## config.mk

```make
export PLATFORM = sky130hd
export DESIGN_NAME = vga_timing_gen
export DESIGN_NICKNAME = d
export VERILOG_FILES = /design/src/rtl/vga_timing_gen.sv
export SDC_FILE = /design/constraint.sdc
export NUM_CORES = 1
export LEC_CHECK = 0
export CAP_MARGIN = 0
export CORE_MARGIN = 2
export CORE_UTILIZATION = 44
export CTS_BUF_LIST = sky130_fd_sc_hd__clkbuf_4 sky130_fd_sc_hd__clkbuf_8 sky130_fd_sc_hd__clkbuf_16
export CTS_CLUSTER_DIAMETER = 150
export DETAILED_ROUTE_END_ITERATION = 8
export PLACE_DENSITY_LB_ADDON = 0.1
export SLEW_MARGIN = 30
export SYNTH_ARGS = -nofsm -noshare
export SYNTH_HDL_FRONTEND = slang
export SYNTH_SLANG_ARGS = --single-unit
```

## constraint.sdc

```tcl
create_clock -name clk -period 3.2 [get_ports clk]
set_clock_uncertainty 0.1 [all_clocks]
set_input_delay 0.64 -clock clk [delete_from_list [all_inputs] [get_ports clk]]
set_output_delay 0.64 -clock clk [all_outputs]
set_load 0.005 [all_outputs]
```

## src/rtl/vga_timing_gen.sv

```systemverilog
// Raster timing generator: pixel counters plus registered dv/hsync/vsync/line/frame strobes.
// One-cycle registered latency from en; en low freezes all state; rst is async active-low.
module vga_timing_gen #(
   parameter int HRES   = 1600,
   parameter int H_FP   = 24,
   parameter int H_SYNC = 80,
   parameter int H_BP   = 96,
   parameter int VRES   = 900,
   parameter int V_FP   = 1,
   parameter int V_SYNC = 3,
   parameter int V_BP   = 96,
   parameter bit HS_POL = 1'b1,
   parameter bit VS_POL = 1'b1
) (
   input  logic        clk,
   input  logic        rst,
   input  logic        en,
   output logic [10:0] h_cnt,
   output logic [10:0] v_cnt,
   output logic        vga_dv_o,
   output logic        vga_hs_o,
   output logic        vga_vs_o,
   output logic        line_start,
   output logic        frame_start
);

   localparam int HTOTAL   = HRES + H_FP + H_SYNC + H_BP;
   localparam int VTOTAL   = VRES + V_FP + V_SYNC + V_BP;
   localparam int HS_START = HRES + H_FP;
   localparam int HS_END   = HS_START + H_SYNC;
   localparam int VS_START = VRES + V_FP;
   localparam int VS_END   = VS_START + V_SYNC;

   localparam logic [10:0] H_LAST = 11'(HTOTAL - 1);
   localparam logic [10:0] V_LAST = 11'(VTOTAL - 1);

   if (HTOTAL > 2048 || VTOTAL > 2048) begin : g_bad_totals
      $error("vga_timing_gen: HTOTAL and VTOTAL must not exceed 2048");
   end

   logic [10:0] hn;
   logic [10:0] vn;
   logic [11:0] hx;
   logic [11:0] vx;
   logic        dv_n;
   logic        hs_n;
   logic        vs_n;

   always_comb begin
      hn = h_cnt + 11'd1;
      vn = v_cnt;
      if (h_cnt == H_LAST) begin
         hn = 11'd0;
         vn = (v_cnt == V_LAST) ? 11'd0 : v_cnt + 11'd1;
      end
   end

   // Decode from the next-state counters so each strobe lines up with the count it describes.
   // 12-bit compares keep a 2048-wide window from aliasing to zero.
   assign hx   = {1'b0, hn};
   assign vx   = {1'b0, vn};
   assign dv_n = (hx < 12'(HRES)) && (vx < 12'(VRES));
   assign hs_n = (hx >= 12'(HS_START) && hx < 12'(HS_END)) ? HS_POL : ~HS_POL;
   assign vs_n = (vx >= 12'(VS_START) && vx < 12'(VS_END)) ? VS_POL : ~VS_POL;

   always_ff @(posedge clk or negedge rst) begin
      if (!rst) begin
         h_cnt       <= H_LAST;
         v_cnt       <= V_LAST;
         vga_dv_o    <= 1'b0;
         vga_hs_o    <= ~HS_POL;
         vga_vs_o    <= ~VS_POL;
         line_start  <= 1'b0;
         frame_start <= 1'b0;
      end else if (en) begin
         h_cnt       <= hn;
         v_cnt       <= vn;
         vga_dv_o    <= dv_n;
         vga_hs_o    <= hs_n;
         vga_vs_o    <= vs_n;
         line_start  <= (hn == 11'd0);
         frame_start <= (hn == 11'd0) && (vn == 11'd0);
      end
   end

endmodule

```

==> metrics.md, run 1 <==
| Metric | Value |
|---|---|
| Sw Share | 0.346 |
| Worst hold path class | reg2reg |
| Final net count | 248 |
| Met2 global-route usage | 0.315 |
| 1st-iter DRT viols | 144 |
| Seq pwr share | 0.488 |
| RSZ-0062 raised after global routing | no |
| Switching pwr | 360 uW |
| Status | complete, no violations |
| DRC viols | 0 |
| Post-CTS setup buffer count | 0 |
| Pwr Density | 466 nW/um^2 |
| Tcrit/Tclk final | 0.873 |
| Die width | 69.1 um |
| Hold Buf Count CTS | 0 |
| Gate Count Post-Synth | 221 |
| Largest net degree at the start of global routing | 28 |
| # H-tree levels | 1 |
| Area of the multi-input gates | 1090 um^2 |
| Num rows | 23 |
| Drt pass-1 iters | 4 |
| N_diodes | 0 |
| Global-route wire length before repair | 7720 um |
| Worst EP arrival | 2.91 ns |
| Ys flop type | dfstp_2 |
| Gpl congestion | 0.896 |
| Synthesized flop and latch total | 27 |
| Sequential-to-total area share from yosys stat | 0.371 |
| Core area | 4030 um^2 |
| Met3 usage | 0.0249 |
| Max Buffers Root-to-Sink | 2 |
| Crit path kind | reg2reg |
| Worst Setup End Kind | flip-flop |
| Fillers | 374 |
| Setup TNS | 0 ns |
| Least-Margin Pin Slew | 0.499 ns |
| Hpwl dp | 3280 um |
| Initial core utilization | 0.463 |
| Max-cap viol count | 0 |
| Clock power share | 0.195 |
| Clock-pin slew on the worst setup and hold paths | 0.09 ns |
| Layout Area Growth over Synthesis | 19.7% |
| Gr ovfl total | 0 |
| Storage element area | 693 um^2 |
| CTS tree | yes |
| CP required | 3.31 ns |
| FFs w/ async S/R, synth | 1.00 |
| Relative slew slack | 0.664 |
| Chip Height | 69.1 um |
| Vias | 1714 |
| I/O pin cnt | 30 |
| Final setup violation count | 0 |
| Wire per inst | 15.5 um |
| Pins Over Slew Limit | 0 |
| Hold Vio Cnt, Final | 0 |
| GR Util met1 | 0.263 |
| Root Buffer Master | clkbuf_8 |
| Post-cts repair resize count | 0 |
| Number of global-route vias before repair | 1608 |
| Combinational Power Share | 0.317 |
| Initial antenna violation count | 0 |
| CP Launch Type | flip-flop |
| Port-buffer cells | 29 |
| Syn_nets | 226 |
| DRT antenna net count | 0 |
| Clk Latency, worst-skew pair | 0.27 ns |
| Worst VDD drop | 191 uV |
| Post-synth EDFFs | 0 |
| Most Crowded Layer GR | met2 |
| Via density | 5.87 |
| Clock sink count | 27 |
| Internal power | 681 uW |
| Clock buffer count from CTS | 3 |
| Syn Area/Cell | 8.45 um^2 |
| Ys Warns | 0 |
| Distinct cells, synth | 46 |
| Crit path max fanout | 8 |
| Achievable Freq | 358 MHz |
| Fin crit period | 2.79 ns |
| Leakage | 0.851 nW |
| Die area | 4780 um^2 |
| Hold_ws | 0.400 ns |
| Share of cells above drive strength 1 | 0.145 |
| Cell Area, Synth | 1870 um^2 |
| Drt total wl | 4520 um |
| GRT Util Overall | 0.192 |
-- per-stage QoR --
step	power [mW]	std cells	worst slack, ns	util	instance area, um^2
after floorplan	0.684	221	0.617	-	1870
after global routing	1.11	292	0.219	0.555	2230
after CTS	1.05	292	0.415	0.555	2230
after detailed placement	0.843	288	0.440	0.543	2190
after global placement	0.841	288	0.501	0.543	2190
final	1.04	292	0.406	0.555	2230
-- power groups by stage --
stage / Clock (mW) / Sequential [mW] / Combinational, mW
after floorplan: 0 / 0.460 / 0.224
after global placement: 0 / 0.512 / 0.329
after detailed placement: 0 / 0.514 / 0.328
after CTS: 0.214 / 0.507 / 0.330
after global routing: 0.228 / 0.522 / 0.364
final: 0.203 / 0.508 / 0.330
-- layer usage --
layer | wire, um | part of all wire
met2 | 2130 | 0.47
met3 | 177 | 0.039
met5 | 0 | 0
met1 | 2140 | 0.47
met4 | 82 | 0.018
-- worst max-delay path: stages (launching register included) --
cell and delay (ns):
dfstp_2 0.60, ha_1 0.27, nand4_1 0.15, or4_4 0.56
a32o_1 0.29, a2111oi_4 0.34, nor4b_2 0.24, mux2_2 0.18
-- path summary, 6_finish.rpt --
path / start / end / slack, ns / cells past startpoint
worst max register to register: v_cnt[0] / vga_vs_o / 0.41 / 7
worst max-delay path: v_cnt[0] / vga_vs_o / 0.41 / 7
min in group asynchronous: rst / h_cnt[4] / 0.63 / 2
worst min register to register: v_cnt[1] / v_cnt[1] / 0.40 / 2
max in group asynchronous: rst / h_cnt[8] / 2.05 / 2
worst min-delay path: v_cnt[1] / v_cnt[1] / 0.40 / 2
-- synthesized netlist by cell type, types with 3 or more instances --
cell      count  share of area
nor3_1        6          0.016
o31ai_1       3          0.012
dfstp_2      14           0.20
nand2_1      27          0.054
xnor2_1       8          0.038
a31oi_1       5          0.017
nand4_1      10          0.034
dfrtp_1      13           0.17
clkbuf_1     13          0.026
o21ai_0      17          0.046
a21oi_1       9          0.024
and3_1        5          0.017
inv_1         8          0.016
nor2_1       18          0.036
nand3_1      14          0.038
and4_1        3          0.014
mux2_2        6          0.036
xor2_1        5          0.023
-- layout by cell type, fill, tap and decap left out, types with 6 or more instances in the layout --
master / instances
nand4_1: 10
o21ai_0: 17
nand2_1: 27
mux2_2: 6
dfstp_2: 14
clkdlybuf4s50_1: 29
nor3_1: 6
nand3_1: 14
nor2_1: 18
dfrtp_1: 13
inv_1: 8
a21oi_1: 9
xnor2_1: 8
-- layout make-up --
class	count	share of cell area
clock buffers	4	0.0218
inverters	8	0.0134
multi-input cells	171	0.487
well taps	50	0.0280
repair buffers	32	0.140
flip-flops and latches	27	0.310
-- state kept, by name, indices dropped and copies added (netlist names) --
| register | flops |
|---|---|
| vga_vs_o | 1 |
| vga_dv_o | 1 |
| h_cnt | 11 |
| line_start | 1 |
| v_cnt | 11 |
| frame_start | 1 |
| vga_hs_o | 1 |
-- cell families (layout without fill, tap and decap cells) --
| logic type | Yosys count | in the layout | share of synthesized area |
|---|---|---|---|
| buffers and inverters | 23 | 44 | 0.0463 |
| muxes | 7 | 7 | 0.0416 |
| and+or+nand+nor | 97 | 97 | 0.275 |
| adders and majority gates | 2 | 2 | 0.0134 |
| AOI/OAI and AO/OA | 52 | 52 | 0.191 |
| xor gates and xnor gates | 13 | 13 | 0.0610 |
| DFF | 27 | 27 | 0.371 |
Power figures use the tool's default switching activity.
==> run 2: changes to the inputs <==
--- a/config.mk
+++ b/config.mk
@@ -16,3 +16,4 @@
 export SYNTH_ARGS = -nofsm -noshare
 export SYNTH_HDL_FRONTEND = slang
 export SYNTH_SLANG_ARGS = --single-unit
+export TNS_END_PERCENT = 5
==> results of run 2 <==
Same layout as run 1: the final DEF is identical, and so are final timing and power.
==> run 3: changes to the inputs <==
--- a/config.mk
+++ b/config.mk
@@ -12,6 +12,7 @@
 export CTS_CLUSTER_DIAMETER = 150
 export DETAILED_ROUTE_END_ITERATION = 8
 export PLACE_DENSITY_LB_ADDON = 0.1
+export SETUP_SLACK_MARGIN = 0.1
 export SLEW_MARGIN = 30
 export SYNTH_ARGS = -nofsm -noshare
 export SYNTH_HDL_FRONTEND = slang
==> results of run 3 <==
Same layout as run 1: the final DEF is identical, and so are final timing and power.
